### config.mk
export PLATFORM = sky130hd
export DESIGN_NAME = uart_tx_arbiter
export DESIGN_NICKNAME = d
export VERILOG_FILES = /design/src/rtl/uart_tx_arbiter.sv
export SDC_FILE = /design/constraint.sdc
export NUM_CORES = 1
export LEC_CHECK = 0
export BUFFER_PORTS_ARGS = -buffer_cell sky130_fd_sc_hd__buf_2
export CAP_MARGIN = 10
export CORE_MARGIN = 8
export CORE_UTILIZATION = 49
export DETAILED_ROUTE_END_ITERATION = 7
export GPL_TIMING_DRIVEN = 0
export HOLD_SLACK_MARGIN = 0.03
export PLACE_DENSITY_LB_ADDON = 0.2
export RECOVER_POWER = 50
export SLEW_MARGIN = 20
export SYNTH_ARGS = -nofsm -noshare
export SYNTH_HDL_FRONTEND = slang
export SYNTH_SLANG_ARGS = --single-unit
### constraint.sdc
create_clock -name clk -period 2 [get_ports clk]
set_input_delay 0.4 -clock clk [delete_from_list [all_inputs] [get_ports clk]]
set_output_delay 0.4 -clock clk [all_outputs]
set_load 0.03 [all_outputs]
### src/rtl/uart_tx_arbiter.sv
// Round-robin arbiter that shares one UART transmitter among NREQ byte producers.
// Each grant issues a 1-cycle tx_start and then holds off new grants for a fixed frame time.
module uart_tx_arbiter #(
  parameter int NREQ         = 4,
  parameter int FRAME_CYCLES = 3132,
  parameter int CW           = 12,
  localparam int PW          = (NREQ > 1) ? $clog2(NREQ) : 1
) (
  input  logic              clk,
  input  logic              reset,
  input  logic [NREQ-1:0]   req_valid,
  input  logic [8*NREQ-1:0] req_data,
  output logic [NREQ-1:0]   req_ready,
  input  logic              tx_enable,
  output logic              tx_start,
  output logic [7:0]        tx_data,
  output logic              busy,
  output logic [PW-1:0]     grant_id,
  output logic [1:0]        state_dbg
);

  // Handshake: a requester raises req_valid with stable req_data and holds both
  // until it sees its req_ready pulse; the byte is taken in the cycle that pulse
  // is high. The requester drops valid or presents its next byte the cycle after.
  typedef enum logic [1:0] {
    IDLE  = 2'd0,
    ISSUE = 2'd1,
    WAIT  = 2'd2
  } state_t;

  localparam logic [PW:0]   NREQ_W = (PW+1)'(NREQ);
  localparam logic [PW-1:0] LAST   = PW'(NREQ - 1);

  state_t          state, state_next;
  logic [CW-1:0]   counter, counter_next;
  logic [PW-1:0]   rr_ptr, rr_next;
  logic [7:0]      tx_data_next;
  logic [PW-1:0]   grant_next;
  logic            tx_start_next;
  logic [NREQ-1:0] req_ready_next;
  logic            busy_next;
  logic            win_found;
  logic [PW-1:0]   win_idx;
  logic [PW:0]     cand;

  // First valid requester at or after rr_ptr, wrapping modulo NREQ.
  always_comb begin
    win_found = 1'b0;
    win_idx   = '0;
    cand      = '0;
    for (int k = 0; k < NREQ; k++) begin
      cand = {1'b0, rr_ptr} + (PW+1)'(k);
      if (cand >= NREQ_W) cand = cand - NREQ_W;
      if (!win_found && req_valid[cand[PW-1:0]]) begin
        win_found = 1'b1;
        win_idx   = cand[PW-1:0];
      end
    end
  end

  always_comb begin
    state_next     = state;
    counter_next   = counter;
    rr_next        = rr_ptr;
    tx_data_next   = tx_data;
    grant_next     = grant_id;
    tx_start_next  = 1'b0;
    req_ready_next = '0;
    busy_next      = 1'b0;
    case (state)
      IDLE: begin
        if (tx_enable && win_found) begin
          state_next              = ISSUE;
          tx_data_next            = req_data[{win_idx, 3'b000} +: 8];
          grant_next              = win_idx;
          tx_start_next           = 1'b1;
          req_ready_next[win_idx] = 1'b1;
          busy_next               = 1'b1;
        end
      end
      ISSUE: begin
        state_next   = WAIT;
        counter_next = CW'(FRAME_CYCLES - 1);
        rr_next      = (grant_id == LAST) ? '0 : grant_id + PW'(1);
        busy_next    = 1'b1;
      end
      WAIT: begin
        // Counter runs FRAME_CYCLES-1 down to 0, so WAIT spans FRAME_CYCLES cycles.
        if (counter == '0) begin
          state_next = IDLE;
        end else begin
          counter_next = counter - CW'(1);
          busy_next    = 1'b1;
        end
      end
      default: state_next = IDLE;
    endcase
  end

  always_ff @(posedge clk) begin
    if (reset) begin
      state     <= IDLE;
      counter   <= '0;
      rr_ptr    <= '0;
      tx_data   <= '0;
      grant_id  <= '0;
      tx_start  <= 1'b0;
      req_ready <= '0;
      busy      <= 1'b0;
    end else begin
      state     <= state_next;
      counter   <= counter_next;
      rr_ptr    <= rr_next;
      tx_data   <= tx_data_next;
      grant_id  <= grant_next;
      tx_start  <= tx_start_next;
      req_ready <= req_ready_next;
      busy      <= busy_next;
    end
  end

  assign state_dbg = state;

endmodule
Yosys cells after proc, flatten, opt, wreduce, memory -nomap -nowiden
Cells that the tools add are included.
{"block": "classes", "n_reduce_logical": 16, "n_addsub": 9, "n_lt_le_gt_ge": 10, "bitwise_logic": 2, "shift": 1, "n_mul": 0, "n_mux": 31, "n_eq_ne": 6, "div": 0}
{"operator": "$shiftx 32x6->8", "count": 1}
{"operator": "$pmux 12 s2", "count": 1}
{"operator": "$mux 2", "count": 11}
{"operator": "$lt 2x3->1 const B", "count": 5}
{"operator": "$logic_not 12->1", "count": 1}
{"operator": "$mux 12", "count": 1}
{"operator": "$sub 12x1->12 const B", "count": 1}
{"operator": "$mux 1", "count": 11}
{"operator": "$ge 3x3->1 const B", "count": 3}
{"operator": "$bmux 1 s2", "count": 4}
{"operator": "$sub 2x1->2 const B", "count": 4}
{"operator": "$add 2x2->3 const B", "count": 2}
{"operator": "$ne 2x2->1 const B", "count": 3}
{"operator": "$pmux 2 s3", "count": 1}
{"operator": "$reduce_and 2->1", "count": 3}
{"operator": "$logic_and 1x1->1", "count": 5}
{"operator": "$eq 2x2->1 const B", "count": 2}
{"operator": "$add 2x1->3 const B", "count": 1}
{"operator": "$ge 2x3->1 const B", "count": 1}
{"operator": "$logic_not 1->1", "count": 3}
{"operator": "$pmux 1 s3", "count": 1}
{"operator": "$reduce_or 3->1", "count": 1}
{"operator": "$add 2x1->2 const B", "count": 1}
{"operator": "$demux 1 s2", "count": 1}
{"operator": "6 further kinds", "count": 7}
{"block": "totals", "mem_bits_rw": 0, "mem_count": 0, "input_bits": 39, "rom_bits": 0, "ff_bits": 32, "latchBits": 0}

Depth between registers and ports, before layout
{"block": "depth", "ltp_word": 18, "ltp_mapped": 8, "depth_no_buf": 7}

Worst setup path before layout
No wires, ideal clock.
{"block": "synth_path", "path_kind": "register to register", "from": "reg state[0], in the netlist state_dbg[0]", "to": "reg tx_data[0]", "setup_time_ps": 136, "path_buffers": 3, "stages_incl_launch_ff": 8, "setup_slack_ps": 85, "period_less_slack_ps": 1915, "arrival_time_ps": 1779, "t_required_ps": 1864, "cell_sequence": "dfxtp_1 > buf_2 > nor3b_1 > o41a_1 > clkbuf_1 > and2_1 > buf_1 > a211oi_1"}
{"block": "synth_via", "elab_chain_cells": 2}
{"item": "start, declared", "line": "34", "text": "state_t state, state_next;"}
{"item": "start signal, assigned", "line": "111", "text": "state <= state_next;"}
{"item": "$logic_not 2->1", "line": "70", "text": "case (state)"}
{"item": "$reduce_and 2->1 (no line)"}
{"item": "end signal, assigned", "line": "114", "text": "tx_data <= tx_data_next;"}
{"item": "end, declared", "line": "16", "text": "output logic [7:0] tx_data,"}
No other way between the ends.
A chain may end at the register's enable or synchronous reset.

Worst setup path in the final report
{"block": "layout_path", "from": "reg rr_ptr[1]", "to": "reg tx_data[0]"}
{"block": "layout_via", "elab_chain_cells": 16}
{"item": "start, declared", "line": "36", "text": "logic [PW-1:0] rr_ptr, rr_next;"}
{"item": "start signal, assigned", "line": "113", "text": "rr_ptr <= rr_next;"}
{"item": "branches (longest 16 deep; another with $add 2x1->3)"}
Parallel ways; which one is timed is not known. The select of a mux whose other input is x is not followed.

==> results.yml <==
placement:
  dp_hpwl_um: 3277
  dp_cells: 288
  place.gp.congestion: 0.8824
  place_ws_ps: -224.6
  io_buffers: 56
floorplan:
  core-area_mm2: 0.003284
  dieArea_mm2: 0.005488
  start_util_pct: 50.32
  die_h_um: 74.08
  dieWidth_um: 74.08
  rows: 21
  ios: 57
grt:
  grt_pass1_vias: 1503
  use_met3_pct: 6.873
  grtUsageTotal_pct: 16.77
  grt_max_degree: 11
  top_usage_layer: "met2"
  use_met1_pct: 22.42
  grt_overflow: 0
  grt_first_pass_wirelength_um: 7141
  antenna_found_initial: 0
  use_met2_pct: 23.54
synth:
  seq_area_frac_synth_pct: 38.76
  postSynthAreaPerCell_um2: 8.886
  synth_common_cells: "dfxtp_1 (32), nor2_1 (16), a21oi_1 (12)"
  synth_edf_count: 0
  syn-cell-area_mm2: 0.001653
  ys_seq_elements: 32
  synth.largest_area_cell: "dfxtp_1"
  synth_top_area_share_pct: 38.76
  netlist_top_cells_area: "dfxtp_1 (39%), mux2i_1 (5.5%), nor4b_1 (4.8%), a211oi_1 (4.5%), o21bai_1 (4.1%)"
  ys_types: 41
  synthCells: 186
  ys.flop_type: "dfxtp_1"
  synthMostInstantiatedCell: "dfxtp_1"
  synth_warnings: 0
  async_reset_ff_share_pct: 0
  syn_nets: 228
cts:
  htreeDepth: 2
  holdBufCountCts: 0
  cts_tree: "yes"
  cts-root-buf: "clkbuf_4"
  clkSinkCount: 32
  worstSkewPairLatency_ps: 320
  numCtsBuffers: 5
  clock_path_buffers: 2
  clk_pin_slew_ps: 90
worst_setup_path:
  end_kind: "register"
  crit_chain: "mux2i_2, nor2_2, or3_1, buf_6, a2111oi_2, a211oi_1"
  r2r_end: "tx_data[0]"
  cp_num_buf_inv: 1
  arrival_ps: 2140
  crit_fanout: 10
  crit_path_max_incr_delay_ps: 430
  required_ps: 2200
  criticalPathCategory: "register to register"
  worst_path_max_delay_cell: "a2111oi_2"
  r2r_slack_ps: 60
  reg2reg_from: "rr_ptr[1]"
  start_kind: "register"
  cp_top_family: "compound AO/OA/AOI/OAI gates"
  r2r.worst_path.cells: 6
timing:
  timing.slew.headroom_pct: 45.80
  fin_ws_ps: 61.76
  fin_skew_ps: 6.478
  rsz0062_at_grt: "true"
  finalSetupTns_ps: 0
  fin_crit_ps: 1938
  fmax_mhz: 515.9
  tightest_slew_ps: 804.2
  setup_violations: 0
  slew_viol_final: 0
  timing_hold_violations_final: 0
  period_share_pct: 96.91
min_path:
  hold_end: "state_dbg[0]"
  hp-start: "reset"
  hold_path_depth: 2
  hp-class: "input port to register"
pwr:
  powerDensity_mw_per_mm2: 747.6
  power_mw: 1.584
  p_leak_nw: 0.8587
  vdd_drop_max_uv: 376.2
layout:
  insertedDiodeCount: 0
  postLayoutCoreUtil_pct: 64.50
  layout.nets: 293
  fin_cells: 297
  drive_gt1_share_pct: 27.89
  area_growth_pct: 28.16
  fillers: 319
outcome:
  status: "complete, no violations"
detailed_routing:
  routed_wl_um: 4508
  antenna_left: 0
  firstDrtPassIters: 4
  vias: 1648
  wl_per_cell_um: 15.18
  drc: 0
  viasPerCell: 5.549
  drt_iter0_markers: 142
flow_run:
  max-cap-violations: 0
per-stage QoR:
| stage | hold slack [ps] | cell area (um^2) |
|---|---|---|
| after detailed placement | 476.4 | 1991 |
| after global routing | 292.2 | 2118 |
| after CTS | 275.5 | 2068 |
| final | 297.4 | 2118 |
| after global placement | 467.6 | 1991 |
| after floorplan | 452.1 | 1653 |
metal layers:
| layer | vias up | part of all wire (%) |
|---|---|---|
| met5 | - | 0 |
| met2 | 57 | 43 |
| met4 | 0 | 0.60 |
| met3 | 2 | 7.4 |
| li1 | 838 | - |
| met1 | 751 | 49 |
worst max-delay path by stage:
stage	startpoint	endpoint	slack, ps	cells after the start
after floorplan	state_dbg[0]	tx_data[0]	90	7
after global placement	req_valid[3]	tx_data[5]	-230	8
after detailed placement	state_dbg[0]	tx_data[5]	-220	6
after CTS	rr_ptr[1]	tx_data[3]	-50	6
after global routing	rr_ptr[1]	tx_data[0]	-20	6
final	rr_ptr[1]	tx_data[0]	60	6
flip-flops by register name, indices dropped and copies added, names as in the netlist:
register and flops:
grant_id 2, req_ready 4, tx_data 8, busy 1
counter 12, tx_start 1, rr_ptr 2, state_dbg 2
report_power, final:
group          switching, mW  leakage, nW  internal (mW)
clock                  0.206       0.0281          0.129
combinational          0.303        0.567          0.198
sequential            0.0521        0.263          0.696
total                  0.561        0.859           1.02
cell families after synthesis:
group | after synthesis | share of synthesized area (%)
multiplexers | 9 | 5.451
XOR/XNOR | 4 | 2.120
AO/OA/AOI/OAI | 54 | 23.39
flip-flops | 32 | 38.76
AND/OR/NAND/NOR | 65 | 22.26
adder cells (fa/ha/maj) | 3 | 2.271
buffers and inverters | 19 | 5.753
timing repair:
item                       in CTS  in global routing
setup endpoints to repair       9                 13
setup buffers                   0                  3
resized for setup              11                 17
final cells by class:
type / count / area (um^2) / area share (%)
multi-input cells: 135 / 993.5 / 46.90
inverters: 6 / 22.52 / 1.063
well taps: 46 / 57.56 / 2.717
repair buffers: 59 / 280.3 / 13.23
clock buffers: 6 / 41.29 / 1.949
clock inverters: 1 / 5.005 / 0.2363
flip-flops and latches: 32 / 644.4 / 30.42
plain buffers: 12 / 73.82 / 3.485
cell usage in the layout (no fill, tap or decap), drive strengths merged, types with 3 or more instances in the layout:
cell / netlist / layout
nand2: 7 / 7
a21oi: 13 / 13
clkbuf: 8 / 30
and3: 3 / 3
dfxtp: 32 / 32
nor4: 4 / 4
o21bai: 9 / 9
mux2i: 9 / 9
a2111oi: 8 / 8
nand3: 4 / 4
buf: 5 / 47
ha: 3 / 3
xor2: 3 / 3
inv: 6 / 6
nor3: 7 / 7
a211oi: 10 / 10
nor2: 17 / 17
nand2b: 3 / 3
or3: 3 / 3
a31oi: 3 / 3
o21ai: 3 / 3
nor4b: 9 / 9
Note: power is estimated with default switching activity, not from simulation.
